<file path="src/rtl/store_buffer.sv">
// Posted-write buffer between the core data port and backing memory.
// Stores enter a circular FIFO in one cycle; loads forward the youngest buffered match.
module store_buffer #(
    parameter int WIDTH = 32,
    parameter int DEPTH = 4
) (
    input  logic             clk,
    input  logic             reset,
    input  logic             memwrite,
    input  logic [WIDTH-1:0] aluout,
    input  logic [WIDTH-1:0] writedata,
    output logic [WIDTH-1:0] readdata,
    output logic             stall,
    output logic             buf_empty,
    output logic             mem_wvalid,
    input  logic             mem_wready,
    output logic [WIDTH-1:0] mem_waddr,
    output logic [WIDTH-1:0] mem_wdata,
    output logic [WIDTH-1:0] mem_raddr,
    input  logic [WIDTH-1:0] mem_rdata
);

    localparam int PTR_W = $clog2(DEPTH);
    localparam int CNT_W = PTR_W + 1;
    localparam logic [CNT_W-1:0] FULL = CNT_W'(DEPTH);

    logic [PTR_W-1:0] wr_ptr;
    logic [PTR_W-1:0] rd_ptr;
    logic [CNT_W-1:0] count;

    logic [WIDTH-1:0] entry_addr [DEPTH];
    logic [WIDTH-1:0] entry_data [DEPTH];

    logic             enq;
    logic             deq;
    logic             fwd_hit;
    logic [WIDTH-1:0] fwd_data;
    logic [PTR_W-1:0] idx;

    assign mem_wvalid = (count != '0);
    assign buf_empty  = (count == '0);
    // Stall depends only on occupancy so the core never sees a combinational path from mem_wready.
    assign stall      = memwrite && (count == FULL);
    assign enq        = memwrite && (count < FULL);
    assign deq        = mem_wvalid && mem_wready;

    assign mem_waddr  = entry_addr[rd_ptr];
    assign mem_wdata  = entry_data[rd_ptr];
    assign mem_raddr  = aluout;

    always_ff @(posedge clk) begin
        if (reset) begin
            wr_ptr <= '0;
            rd_ptr <= '0;
            count  <= '0;
        end else begin
            if (enq) begin
                wr_ptr <= wr_ptr + PTR_W'(1);
            end
            if (deq) begin
                rd_ptr <= rd_ptr + PTR_W'(1);
            end
            case ({enq, deq})
                2'b10:   count <= count + CNT_W'(1);
                2'b01:   count <= count - CNT_W'(1);
                default: count <= count;
            endcase
        end
    end

    // Entry payload is never cleared; occupancy comes solely from count.
    always_ff @(posedge clk) begin
        if (enq) begin
            entry_addr[wr_ptr] <= aluout;
            entry_data[wr_ptr] <= writedata;
        end
    end

    // Walk oldest to youngest so a later match overrides an earlier one.
    always_comb begin
        fwd_hit  = 1'b0;
        fwd_data = '0;
        idx      = '0;
        for (int i = 0; i < DEPTH; i++) begin
            idx = rd_ptr + PTR_W'(i);
            if ((CNT_W'(i) < count) &&
                (entry_addr[idx][WIDTH-1:2] == aluout[WIDTH-1:2])) begin
                fwd_hit  = 1'b1;
                fwd_data = entry_data[idx];
            end
        end
    end

    assign readdata = fwd_hit ? fwd_data : mem_rdata;

endmodule

</file>
<file path="config.mk">
export PLATFORM = sky130hd
export DESIGN_NAME = store_buffer
export DESIGN_NICKNAME = d
export VERILOG_FILES = /design/src/rtl/store_buffer.sv
export SDC_FILE = /design/constraint.sdc
export NUM_CORES = 1
export LEC_CHECK = 0
export BUFFER_PORTS_ARGS = -buffer_cell sky130_fd_sc_hd__buf_2
export CORE_AREA = 2 2 252 179
export CTS_BUF_LIST = sky130_fd_sc_hd__clkbuf_2
export CTS_CLUSTER_DIAMETER = 100
export DETAILED_ROUTE_END_ITERATION = 7
export DIE_AREA = 0 0 254 181
export GPL_ROUTABILITY_DRIVEN = 0
export PLACE_DENSITY = 0.66
export SETUP_SLACK_MARGIN = 0.4
export SLEW_MARGIN = 10
export SYNTH_ARGS = -nofsm -noshare
export SYNTH_HDL_FRONTEND = slang
export SYNTH_SLANG_ARGS = --single-unit
</file>
<file path="constraint.sdc">
create_clock -name clk -period 5.95 [get_ports clk]
set_input_delay 0.8925 -clock clk [delete_from_list [all_inputs] [get_ports clk]]
set_output_delay 0.8925 -clock clk [all_outputs]
set_load 0.005 [all_outputs]
</file>
Word-level counts from Yosys, hierarchy flattened:

Memories as Yosys holds them, arrays and structs flattened. A register that Yosys moved wholly into a read port is not among the register bits.
Index checks and enable logic that the tools add are counted.

* register bits after elaboration: 7
* memory bits (writable): 256
* input bits: 100
* output and inout bits: 131
* logic and storage cells: 49
* memories: 2

* add/subtract/negate cells: 6
* $lt $le $gt $ge: 5
* eq/ne operators: 7
* mux-type cells: 16
* reduce and logical (&&, ||, !) cells: 10

Memory list
* entry_addr: words 4, width 32, rd ports 4, clocked after memory_dff 1, wr ports 1, RTL line 31 `logic [WIDTH-1:0] entry_addr [DEPTH];`
* entry_data: words 4, width 32, rd ports 4, clocked after memory_dff 1, wr ports 1, RTL line 32 `logic [WIDTH-1:0] entry_data [DEPTH];`

Operators with widths (number)
* $mux 32: 5
* $eq 30x30->1: 4
* $mux 2: 4
* $logic_and 1x1->1: 7
* $lt 1x3->1 const A: 2
* $lt 2x3->1 const A: 2
* $mux 1: 6
* $pmux 3 s2: 1
* $add 2x1->2 const B: 2
* $add 2x2->2 const B: 2
* $add 3x1->3 const B: 1
* $eq 3x3->1 const B: 1
* $logic_not 3->1: 1
* $lt 3x3->1 const B: 1
* $reduce_bool 3->1: 1
* $sub 3x1->3 const B: 1
* $eq 2x1->1 const B: 1
* $eq 2x2->1 const B: 1
* $reduce_bool 2->1: 1

Depth between registers and ports, before layout:

Gate-level depths: netlist of the first run.
An unclocked memory read counts as a cell.

* word-level depth: 8
* depth in mapped cells: 17
* gate-level depth less buffers: 9

Least setup slack after synthesis of the first run:

Ideal clock, no wire load.

* path kind: input -> output
* start point: input port aluout[27]
* end point: output port readdata[10]
* data arrival time: 3.002 ns
* data required time: 5.058 ns
* path slack: 2.055 ns
* stages on the path: 11
* buffers on the path: 3
* cell sequence: clkbuf_1 a22o_1 nor4_1 a21oi_1 or4b_1 nand4b_4 nor4bb_1 buf_6 buf_6 a22oi_1 o21ai_1

* longest elaborated chain between the ends: 7
* elaborated cells between the ends (all ways): 17
* classes of those cells: eq/ne (4); mux (9); reduce/logical (4)

RTL lines
* start: declaration: RTL line 10 `input logic [WIDTH-1:0] aluout,`
* $eq 30x30->1: RTL line 87 `(entry_addr[idx][WIDTH-1:2] == aluout[WIDTH-1:2])) begin`
* $logic_and 1x1->1: RTL line 86 `if ((CNT_W'(i) < count) &&`
* $mux 32 / $mux 1 (equally long branches) (4 in series): RTL line 86
* $mux 32 (*): RTL line 94 `assign readdata = fwd_hit ? fwd_data : mem_rdata;`
* end: declaration: RTL line 12 `output logic [WIDTH-1:0] readdata,`

Every way passes the cells marked *; elsewhere a longest branch is shown, timed or not.

Worst setup path after layout of the first run:

* start point: register rd_ptr[0]
* end point: output port readdata[18]

* longest elaborated chain between the ends: 8
* elaborated cells between the ends (all ways): 18
* classes of those cells: add/sub (3); eq/ne (3); mux (7); reduce/logical (3); memory (2)

RTL lines
* start: declaration: RTL line 28 `logic [PTR_W-1:0] rd_ptr;`
* start signal: assignment: RTL line 61 `rd_ptr <= rd_ptr + PTR_W'(1);`
* $add 2x1->2: RTL line 85 `idx = rd_ptr + PTR_W'(i);`
* $mem_v2 4x32
* $eq 30x30->1: RTL line 87
* $logic_and 1x1->1: RTL line 86
* $mux 32 / $mux 1 (equally long branches) (3 in series): RTL line 86
* $mux 32 (*): RTL line 94

Marks and branches as above.

==> results of run 1 <==
-- final cells by class --
type	count	area, um^2
flip-flops and latches	265	7883
diodes	7	17.52
clock buffers	101	505.5
fillers	3864	23450
inverters	9	33.78
well taps	594	743.2
repair buffers	295	1854
clock inverters	30	150.1
multi-input cells	692	8770
-- worst register-to-register path: stages, from the launching register on --
cell,delay [ns]
sky130_fd_sc_hd__dfxtp_1,0.44
sky130_fd_sc_hd__nor2b_1,0.48
sky130_fd_sc_hd__and2_4,0.74
sky130_fd_sc_hd__buf_4,0.61
-- sequential cells by signal, indices dropped and copies added (netlist names), named ones only --
name / flops
count: 3
entry_addr: 128
entry_data: 128
rd_ptr: 2
wr_ptr: 2
-- final timing paths --
path	start	to	slack, ns	cells after the start
hold / removal	writedata[9]	entry_data[0][9]	0.15	1
setup reg to reg	count[2]	entry_data[2][2]	3.25	3
setup / recovery	rd_ptr[0]	readdata[18]	0.70	12
hold reg to reg	wr_ptr[0]	wr_ptr[0]	0.60	2
-- metrics by stage --
stage	power (W)	cell area, um^2	setup WS, ns
finish	0.007085	19960	0.6984
global route	0.007490	19960	0.3925
CTS	0.007109	19670	0.4002
detailed placement	0.005606	18690	0.9372
global placement	0.005574	18690	0.9768
floorplan	0.004715	17270	2.055
-- cells by family (layout without fill, tap and decap cells) --
kind of cell | after synthesis | in the layout | synth area share, %
multiplexers | 358 | 358 | 36.00
flip-flops | 265 | 265 | 45.56
buffers and inverters | 135 | 435 | 4.535
XOR/XNOR | 115 | 115 | 5.832
AO/OA/AOI/OAI | 114 | 114 | 4.289
AND/OR/NAND/NOR | 96 | 96 | 3.137
adder cells (fa/ha/maj) | 9 | 9 | 0.6520
other | 0 | 7 | 0
-- placed cells by master (no fill, tap or decap), types with 7 or more instances in the layout --
cell and count:
sky130_fd_sc_hd__o21ai_0 9, sky130_fd_sc_hd__mux2_1 17, sky130_fd_sc_hd__buf_4 44, sky130_fd_sc_hd__buf_2 230, sky130_fd_sc_hd__a21oi_1 11, sky130_fd_sc_hd__diode_2 7, sky130_fd_sc_hd__mux4_2 205, sky130_fd_sc_hd__mux2i_1 97
sky130_fd_sc_hd__inv_1 9, sky130_fd_sc_hd__a22oi_1 34, sky130_fd_sc_hd__nand4_1 14, sky130_fd_sc_hd__clkbuf_2 101, sky130_fd_sc_hd__buf_12 11, sky130_fd_sc_hd__nand2_1 16, sky130_fd_sc_hd__o21ai_1 31, sky130_fd_sc_hd__edfxtp_1 256
sky130_fd_sc_hd__ha_1 9, sky130_fd_sc_hd__clkinv_1 21, sky130_fd_sc_hd__mux2_2 38, sky130_fd_sc_hd__nor2_1 23, sky130_fd_sc_hd__xnor2_1 62, sky130_fd_sc_hd__xor2_1 49, sky130_fd_sc_hd__nor4_1 7
-- report_power, final --
part | total [W] | switching, W | internal, W
clock network | 0.00132 | 0.000812 | 0.000508
logic | 0.00332 | 0.00164 | 0.00168
registers | 0.00244 | 0.000183 | 0.00226
total | 0.00709 | 0.00264 | 0.00445
-- repair_timing --
action	4_1_cts	5_1_grt
cloned	1	1
pin swaps	0	5
hold endpoints to repair	7	0
buffers inserted	13	20
resized for setup	16	12
hold buffers	2	0
endpoints found under the setup margin	32	32
-- layer usage --
| layer | vias to the layer above | wire length (um) | share of wire [%] | track usage (%) |
|---|---|---|---|---|
| li1 | 5029 | - | - | - |
| met1 | 6079 | 21450 | 43 | 30.20 |
| met2 | 601 | 22000 | 44 | 30.97 |
| met3 | 87 | 4806 | 9.7 | 7.204 |
| met4 | 2 | 1348 | 2.7 | 6.847 |
| met5 | - | 13 | 0.026 | 0 |
==> results.md, run 1 <==
- The initial utilization of the core area, before any placement, comes to 39.79%.
- Summed over all layers, the routed wires come to 49620 um.
- The highest attainable clock frequency is 190.4 MHz.
- The flow ran to the end, and the final reports show no timing, DRC or antenna violations.
- By area the synthesized netlist is led by sky130_fd_sc_hd__edfxtp_1 45%, sky130_fd_sc_hd__mux4_2 27%, sky130_fd_sc_hd__mux2i_1 5.7%, sky130_fd_sc_hd__xnor2_1 3.3%, sky130_fd_sc_hd__xor2_1 2.5%.
- After synthesis, the mean cell area works out to 15.82 um^2.
- The most used flip-flop cell after synthesis is sky130_fd_sc_hd__edfxtp_1.
- The delay of the slowest cell on the worst path is 0.52 ns.
- During placement, the flow inserted port buffers numbering 230.
- The number of max-slew violations in the final report was 0.
- The worst-case IR drop observed on VDD is 183.4 uV.
- Global routing finished with a remaining overflow of 0.
- The post-synthesis sequential element count is 265.
- Counting instances in the post-synthesis netlist gives the leading cell types as 256 x sky130_fd_sc_hd__edfxtp_1, 205 x sky130_fd_sc_hd__mux4_2, 98 x sky130_fd_sc_hd__mux2i_1.
- The share of the Yosys chip area taken by registers is 45.56%.
- The combined area of all synthesized cells is 17270 um^2.
- The post-synthesis to final-layout area growth is 15.55%.
- Walking the worst path, the cells encountered are buf_4 > buf_8 > buf_4 > mux4_2 > xnor2_1 > nand4_1 > nor4_4 > nand3_4 > buf_4 > mux2i_1 > o21ai_1 > buf_2.
- The synthesized design spends more area on one cell type than any other, namely sky130_fd_sc_hd__edfxtp_1.
- The final number of hold-violating endpoints is 0.
- Power spread over the standard cell area amounts to 355.0 nW/um^2.
- The count of placed standard cells including taps is 1818.
- TritonCTS built the clock tree.
- The die covers 45970 um^2.
- The fraction of the cycle the final worst path needs is 88.26%.
- The buffer cell driving the clock tree root is sky130_fd_sc_hd__clkbuf_2.
- In the final layout, the share of cells above drive strength 1 is 48.42%.
- Once detail routing completed, the nets flagged for antenna violations numbered 0.
- The total setup violations reported at the end of the flow is 0.
- Max-cap violations in this run came to 0.
- Yosys mapped a number of flops with a built-in enable equal to 256.
- The required time of the worst setup path is 5.06 ns.
- After the last flow step, the layout net total stands at 1447.
- The number of global-route vias before repair is 11580.
- In this run, the number of DRC markers left after iteration 0 of detailed routing was 1157.
- The synthesized design devotes to its leading area cell type 44.51% of total area.
- The global-route wire length before repair is 72750 um.
- The number of placement rows is 64.
- The worst setup path is captured at an output pin.
- The number of remaining DRC errors is 0.
- The number of search-and-repair iterations in the first detailed-routing pass is 5.
- In the final routed layout, each cell accounts on average for 24.89 um.
- The shortest period the worst path allows is 5.252 ns.
- The count of unique library cells instantiated by Yosys is 53.
- Along the worst path, the maximum fanout reaches 29.
- Among cell families on the critical path, the largest total delay comes from buffers and inverters.
- The total routing usage reported by global routing is 21.36%.
- The setup TNS is 0 ns.
- On the critical path, the stage with the largest delay is an instance of sky130_fd_sc_hd__mux4_2.
- Across all layers, the routed design uses 11800 vias.
- The H-tree was split into 3 levels.
- The core region is 43400 um^2.
- The total of warnings raised by yosys is 0.
- The worst max-slew margin expressed relative to the limit is 34.24%.
- The count of placed standard cells in the final layout, fillers left out is 1993.
- The actual transition at the worst max-transition pin is 0.9865 ns.
- The number of antenna violations at the first check in global routing was 5.
- The clock-pin slew on the worst setup and hold paths is 0.11 ns.
- Synthesis produced a netlist with a net count of 1201.
- Data on the critical path arrives at its endpoint at 4.36 ns.
- The smallest hold slack is 0.1532 ns.
- Clock tree synthesis inserted a total of 75 buffers.
- After detailed routing, the number of vias per cell comes to 5.920.
- Cells fill 45.98% of the core in the end.
- The critical path is of the reg2out type.
- Synthesis produced a netlist whose cell count is 1092.
- During I/O placement, the number of pins put on the boundary was 231.
- From left edge to right edge, the die measures 254 um.
- The analysis attributes to cell leakage a power of 6.915 nW.
- The maximum number of pins on one net before global-route repair is 62.
- The critical path startpoint category is a flip-flop.
- In this run the deepest clock path goes through 3 buffers.
- The cell with the most instances on the worst path is sky130_fd_sc_hd__buf_4.
- The clock latency on the worst-skew pair is 0.94 ns.
- The number of clock sinks seen by CTS is 265.
- The path type of the worst min-delay path is in2reg.
- The worst-case clock skew is 0.07182 ns.
- The die is 181 um tall.
- The critical path contains buffers and inverters numbering 5 combined.
- The half-perimeter wire length after placement is 32130 um.
- By instance count, the leading cell after synthesis is sky130_fd_sc_hd__edfxtp_1.
- Counting flops with an async set or reset pin after synthesis yields a share of 0%.
- Setup repair after global routing left no endpoint under its margin.
Power figures use the tool's default switching activity.
==> inputs of run 2 (changes only) <==
CORE_AREA = 2 2 215 154   (was 2 2 252 179)
CTS_BUF_LIST = default   (was sky130_fd_sc_hd__clkbuf_2)
DIE_AREA = 0 0 217 156   (was 0 0 254 181)
PLACE_DENSITY = 0.83   (was 0.66)
SETUP_SLACK_MARGIN = 0.3   (was 0.4)
==> results.md, run 2 (synthesis results as in run 1) <==
- The actual transition at the worst max-transition pin was 1.164 ns (+0.1776 ns).
- The power density normalized to cell area was 377.4 nW/um^2 (+6.3%).
- The worst-path maximum fanout was 34 (+17%).
- The capture endpoint of the worst hold path is entry_data[2][18].
- The maximum number of pins on one net before global-route repair was 65 (+4.8%).
- The run finished with clean final reports.
- By instance count, the cell type seen most on the critical path is sky130_fd_sc_hd__buf_4.
- The total number of H-tree levels came to 1 (-2).
- The endpoint class of the critical path is an output pin.
- The startpoint of the worst register-to-register path is count[2].
- The worst setup timing slack at the placement stage is 0.9272 ns (-0.009978 ns).
- The total number of nets in the final design is 1360 (-6.0%).
- The number of stages on the worst hold path is 1 (unchanged).
- The via density per instance is 6.691 (+13%).
- The number of fill cells in the layout is 2389 (-38%).
- The number of global-route vias before repair is 10910 (-5.7%).
- The final number of hold-violating endpoints is 0 (unchanged).
- The number of search-and-repair iterations in the first detailed-routing pass is 6 (+1).
- The met3 usage in global routing is 6.394% (-0.81 points).
- The largest registers in the layout are entry_addr: 128 flops, entry_data: 128 flops, count: 3 flops.
- Setup repair after global routing left no endpoint under its margin.
- The height of the die is 156 um (-14%).
- The end of the worst register-to-register path is entry_data[2][6].
- The setup TNS was 0 ns (unchanged).
- The max-capacitance violation count is 0 (unchanged).
- The die span in x was 217 um (-15%).
- The core region area is 31790 um^2 (-27%).
- The total routing usage reported by global routing is 26.22% (+4.9 points).
- The total I/O pin count is 231 (unchanged).
- The combined buffer and inverter count along the critical path is 3 (-2).
- The utilization after layout came to 61.00% (+15 points).
- The setup slack of the worst register-to-register path is 3.36 ns (+0.11 ns).
- The met2 usage in global routing is 38.40% (+7.4 points).
- The setup path with the least slack is of type reg2out.
- The startpoint of the worst hold path is writedata[18].
- The number of buffers added to fix hold violations after cts came to 0 (-2).
- The number of cells on the worst reg-to-reg path is 3 (unchanged).
- The worst setup path is launched from a flip-flop.
- The post-layout worst setup margin is 0.5615 ns (-0.1369 ns).
- The shortest period the worst path allows is 5.389 ns (+0.1369 ns).
- The global-route wire length before repair is 67310 um (-7.5%).
- In this run the clock root is driven by a sky130_fd_sc_hd__clkbuf_16.
- The number of placement rows was 55 (-14%).
- From synthesis to final layout, the design area changed by 12.30%.
- The delay of the slowest cell on the worst path came to 0.70 ns (+0.18 ns).
- The commonest non-fill, non-tap cell in the layout is sky130_fd_sc_hd__edfxtp_1.
- The number of port buffers is 230 (unchanged).
- The worst max-slew margin expressed relative to the limit is 22.40% (-12 points).
- The number of clock sinks seen by CTS was 265 (unchanged).
- The worst-case clock skew came to 0.03102 ns (-0.04080 ns).
- The fraction of layout cells with a size suffix above 1 is 43.32% (-5.1 points).
- The total power is 0.007320 W (+3.3%).
- The critical path goes through mux4_2 > xnor2_1 > nand4_1 > nor2_1 > or4b_1 > nand4b_4 > buf_4 > nor4bb_4 > buf_4 > a22oi_1 > o21ai_1 > buf_2.
- The half-perimeter wire length after placement came to 29800 um (-7.3%).
- The die area is 33850 um^2 (-26%).
- The clock latency on the worst-skew pair was 0.56 ns (-0.38 ns).
- The cell family with the largest share of critical-path delay is simple AND/OR/NAND/NOR gates.
- The number of buffers created by CTS is 27 (-64%).
- The arrival time at the worst endpoint is 4.50 ns (+0.14 ns).
- The highest attainable clock frequency is 185.6 MHz (-2.5%).
- The number of max-slew violations in the final report came to 0 (unchanged).
- The slowest stage of the critical path is the sky130_fd_sc_hd__dfxtp_4 cell.
- The total setup violations reported at the end of the flow is 0 (unchanged).
- The starting density of the core is 54.32% (+15 points).
- The detailed-route via count is 11390 (-3.5%).
- The path class of the tightest hold or removal check is in2reg.
- TritonCTS built the clock tree.
- The initial DRC count is 1255 (+8.5%).
- The buffer depth of the longest clock path was 3 (unchanged).
- The clock-pin slew on the worst setup and hold paths is 0.07 ns (-0.04 ns).
- The leakage power figure was 6.548 nW (-5.3%).
- The top cell types in the final layout, fill and taps aside, are 256 x sky130_fd_sc_hd__edfxtp_1, 230 x sky130_fd_sc_hd__buf_2, 205 x sky130_fd_sc_hd__mux4_2.
- The worst-case vdd ir drop was 283.0 uV (+54%).
- The number of antenna violations at the first check in global routing is 3 (-2).
- The required time of the worst setup path is 5.06 ns (about the same).
- The post-detailed-route count of antenna-violating nets is 0 (unchanged).
- The mean routed wirelength per cell came to 26.40 um (+6.1%).
- The total grt overflow came to 0 (unchanged).
- The number of remaining DRC errors is 0 (unchanged).
- The final wirelength is 44940 um (-9.4%).
- The fraction of the cycle the final worst path needs came to 90.56% (+2.3 points).
- The busiest metal layer after global routing is met1.
- The routing usage on met1 is 39.83% (+9.6 points).
[run 2: cell count changes in the layout (fill, tap and decap cells not counted), moves of 3 or more]
cell	change
sky130_fd_sc_hd__nor4_1	+4
sky130_fd_sc_hd__buf_12	-9
sky130_fd_sc_hd__clkbuf_2	-101
sky130_fd_sc_hd__clkbuf_16	+26
sky130_fd_sc_hd__clkbuf_1	+4
sky130_fd_sc_hd__bufinv_16	+4
sky130_fd_sc_hd__clkinv_1	-14
sky130_fd_sc_hd__diode_2	-4
sky130_fd_sc_hd__buf_4	-22
sky130_fd_sc_hd__xnor2_2	-3
sky130_fd_sc_hd__xnor2_1	+4
[run 2: worst max path at each step]
stage,startpoint,end,slack (ns),cells after the start
global placement,rd_ptr[1],readdata[28],1.04,12
finish,rd_ptr[1],readdata[31],0.56,12
global route,rd_ptr[1],readdata[18],0.33,12
CTS,rd_ptr[1],readdata[31],0.32,12
detailed placement,rd_ptr[1],readdata[31],0.93,12
floorplan,aluout[27],readdata[10],2.06,11
[run 2: cell type report]
type | count | area, um^2 | share of cell area [%]
Multi-Input combinational cell | 692 | 8648 | 44.59
Sequential cell | 265 | 7883 | 40.64
Timing Repair Buffer | 256 | 1379 | 7.109
Clock buffer | 31 | 690.7 | 3.561
Tap cell | 427 | 534.3 | 2.755
Clock inverter | 19 | 219.0 | 1.129
Inverter | 9 | 33.78 | 0.1742
Antenna cell | 3 | 7.507 | 0.03871
[run 2: per-layer routing]
| metal | part of all wire, % | vias up |
|---|---|---|
| li1 | - | 4813 |
| met1 | 42 | 5848 |
| met2 | 45 | 655 |
| met3 | 10 | 70 |
| met4 | 2.1 | 2 |
| met5 | 0.022 | - |
[run 2: power by group]
group	internal [W]	switching, W	total [W]
sequential	0.00227	0.000240	0.00251
clock	0.00105	0.000725	0.00177
combinational	0.00155	0.00149	0.00304
total	0.00486	0.00246	0.00732
[run 2: repair_timing]
item,4_1_cts,5_1_grt
setup buffers,0,2
resized for setup,0,2
setup endpoints to repair,0,32
[run 2: metrics by stage]
step           area [um^2]  hold slack, ns  std cells
6_report             19390          0.5488       1702
5_1_grt              19390          0.5392       1700
4_1_cts              19340          0.5331       1697
3_5_place_dp         18430          0.5848       1647
3_3_place_gp         18430          0.5624       1647
2_1_floorplan        17270          0.5244       1092
==> inputs of run 3 (changes only) <==
clock period = 5.7 ns   (was 5.95 ns; I/O delays follow)
==> results.md, run 3 (synthesis results as in run 1) <==
- The flow ran to the end, and the final reports show no timing, DRC or antenna violations.
- The detailed-route via count is 11500 (+1.0%).
- The number of placement rows was 55 (unchanged).
- The total grt overflow is 0 (unchanged).
- The number of max-slew violations in the final report is 0 (unchanged).
- The final wirelength came to 45040 um (+0.22%).
- The worst-case vdd ir drop was 340.2 uV (+20%).
- The combinational cell fraction of total power came to 41.4% (about the same).
- The number of search-and-repair iterations in the first detailed-routing pass is 5 (-1).
- The die span in x came to 217 um (unchanged).
- The mean routed wirelength per cell is 26.28 um (-0.48%).
- The worst path uses 92.07% of the clock period.
- The total setup violations reported at the end of the flow came to 0 (unchanged).
- The worst hold path belongs to the class in2reg.
- STA classifies the critical path endpoint as an output pin.
- The highest attainable clock frequency is 190.6 MHz.
- The leakage power figure is 6.649 nW (+1.6%).
- The worst setup timing slack at the placement stage is 0.9220 ns (-0.005242 ns).
- The net switching power of the design is 0.002595 W (+5.6%).
- The worst-path maximum fanout was 40 (+18%).
- The total routing usage reported by global routing is 26.29% (+0.068 points).
- The switching share of power is 33.28% (-0.29 points).
- The proportion of power drawn by the clock network is 25.2% (+1.0 points).
- The largest individual stage delay along the critical path comes from the cell sky130_fd_sc_hd__a2111oi_0.
- The number of stages on the worst hold path is 1 (unchanged).
- The starting density of the core is 54.32% (unchanged).
- The worst-case clock skew is 0.008555 ns (-0.02247 ns).
- The arrival time at the worst endpoint is 4.39 ns (-0.11 ns).
- The post-layout worst setup margin is 0.4520 ns (-0.1095 ns).
- The number of buffers added to fix hold violations after cts is 0 (unchanged).
- The buffer depth of the longest clock path is 3 (unchanged).
- The number of port buffers is 230 (unchanged).
- The total number of H-tree levels is 1 (unchanged).
- The post-detailed-route count of antenna-violating nets is 0 (unchanged).
- The maximum number of pins on one net before global-route repair is 67 (+3.1%).
- The number of cells on the worst reg-to-reg path was 3 (unchanged).
- The signal on the critical path passes through buf_16 > buf_4 > mux2i_1 > a2bb2oi_1 > mux2i_1 > a2111oi_0 > and4_1 > nand3_2 > nor4bb_4 > buf_4 > a22oi_1 > o21ai_1 > buf_2.
- The fraction of layout cells with a size suffix above 1 was 44.20% (+0.88 points).
- The number of buffers created by CTS was 29 (+7.4%).
- The power density normalized to cell area is 398.0 nW/um^2 (+5.5%).
- The number of global-route vias before repair is 11160 (+2.3%).
- The height of the die is 156 um (unchanged).
- The clock period could shrink to 5.248 ns.
- The number of clock sinks seen by CTS is 265 (unchanged).
- Setup repair after global routing left no endpoint under its margin.
- The die area is 33850 um^2 (unchanged).
- The clock latency on the worst-skew pair is 0.55 ns (about the same).
- The post-synthesis to final-layout area growth is 13.45%.
- The critical path startpoint category is a flip-flop.
- The max-capacitance violation count is 0 (unchanged).
- The final number of hold-violating endpoints is 0 (unchanged).
- The internal power of the cells is 0.005204 W (+7.0%).
- The path with the worst hold slack has its endpoint at entry_data[2][4].
- The top cell types in the final layout, fill and taps aside, are 256 x sky130_fd_sc_hd__edfxtp_1, 230 x sky130_fd_sc_hd__buf_2, 205 x sky130_fd_sc_hd__mux4_2.
- The startpoint of the worst register-to-register path is count[2].
- The multi-input logic area is 8648 um^2 (unchanged).
- The worst max-slew margin expressed relative to the limit came to 24.98% (+2.6 points).
- The total power is 0.007799 W (+6.5%).
- The startpoint of the worst hold path is writedata[4].
- The buffer cell driving the clock tree root is sky130_fd_sc_hd__clkbuf_16.
- The clock-pin slew on the worst setup and hold paths is 0.06 ns (about the same).
- The actual transition at the worst max-transition pin came to 1.125 ns (-0.03878 ns).
- The register cell area after layout is 7883 um^2 (unchanged).
- The global-route wire length before repair is 67330 um (about the same).
- The number of antenna violations at the first check in global routing is 2 (-1).
- The total I/O pin count is 231 (unchanged).
- The fraction of power consumed by sequential logic is 33.4% (-0.8 points).
- The CTS tree is yes.
- The core region area is 31790 um^2 (unchanged).
- The number of remaining DRC errors was 0 (unchanged).
- In the final layout, the registers with the most flip-flops are entry_addr: 128 flops, entry_data: 128 flops, count: 3 flops.
- The initial DRC count came to 1304 (+3.9%).
- The required time of the worst setup path is 4.85 ns (-0.21 ns).
- The via density per instance was 6.712 (+0.31%).
- The half-perimeter wire length after placement is 29750 um (-0.17%).
- The commonest non-fill, non-tap cell in the layout is sky130_fd_sc_hd__edfxtp_1.
- The delay of the slowest cell on the worst path was 0.63 ns (-0.07 ns).
- The setup TNS is 0 ns (unchanged).
- The type of the setup path with the least slack is reg2out.
- The setup slack of the worst register-to-register path was 3.05 ns (-0.31 ns).
- The end of the worst register-to-register path is entry_data[0][10].
- The total number of nets in the final design is 1372 (+0.88%).
- The number of fill cells in the layout is 2346 (-1.8%).
==> run 3: cell count changes in the layout (fill, tap and decap cells not counted) <==
cell,before,now
sky130_fd_sc_hd__buf_16,0,3
sky130_fd_sc_hd__buf_12,2,0
sky130_fd_sc_hd__buf_4,22,30
sky130_fd_sc_hd__buf_8,0,1
sky130_fd_sc_hd__clkbuf_8,0,2
sky130_fd_sc_hd__clkinv_1,7,1
sky130_fd_sc_hd__clkbuf_16,27,29
sky130_fd_sc_hd__clkbuf_1,4,6
sky130_fd_sc_hd__inv_8,0,1
sky130_fd_sc_hd__diode_2,3,2
sky130_fd_sc_hd__clkinv_2,5,6
sky130_fd_sc_hd__inv_6,2,0
sky130_fd_sc_hd__clkinvlp_4,0,3
==> run 3: metal layers <==
metal | GRT usage (%) | wire length (um) | up-vias
li1 | - | - | 4828
met5 | 0 | 0 | -
met2 | 40.35 | 20920 | 681
met1 | 38.41 | 18600 | 5933
met3 | 5.965 | 4640 | 62
met4 | 6.588 | 878 | 0
==> run 3: how the worst max path moves through the flow <==
stage | slack [ns] | endpoint | startpoint
floorplan | 1.87 | readdata[10] | rd_ptr[0]
global placement | 1.07 | readdata[28] | rd_ptr[1]
detailed placement | 0.92 | readdata[31] | rd_ptr[1]
CTS | 0.35 | readdata[31] | rd_ptr[0]
global route | 0.29 | readdata[31] | rd_ptr[0]
finish | 0.45 | readdata[31] | rd_ptr[0]
==> run 3: layout make-up <==
| type | instances | area share (%) |
|---|---|---|
| inverters | 9 | 0.1724 |
| well taps | 427 | 2.727 |
| multi-input cells | 692 | 44.14 |
| flip-flops and latches | 265 | 40.23 |
| diodes | 2 | 0.02554 |
| clock inverters | 16 | 1.111 |
| repair buffers | 266 | 7.637 |
| clock buffers | 37 | 3.959 |
==> run 3: repair_timing <==
item,4_1_cts,5_1_grt
gates resized for setup,0,3
setup buffers,1,7
setup endpoints to repair,1,32
==> run 3: worst max-delay path, delay by kind of cell (launching register included) <==
family                 cells  cell delay [ns]
AOI/OAI and AO/OA          4             1.21
buffers and inverters      4             1.09
and+or+nand+nor            3             0.68
DFF                        1             0.48
muxes                      2             0.37
==> run 3: per-stage QoR <==
step	hold WS, ns	cell area (um^2)	util [%]	std cells
final	0.5194	19590	61.63	1714
after floorplan	0.5244	17270	-	1092
after detailed placement	0.5801	18470	58.10	1651
after global placement	0.5660	18470	58.10	1651
after global routing	0.5108	19590	61.62	1713
after CTS	0.4950	19490	61.31	1705
==> run 3: power groups by stage <==
stage	registers [W]	logic (W)	clock network, W
after detailed placement	0.00267	0.00312	0
after global placement	0.00264	0.00308	0
after floorplan	0.00249	0.00243	0
after CTS	0.00262	0.00316	0.00199
after global routing	0.00263	0.00346	0.00205
final	0.00260	0.00323	0.00196
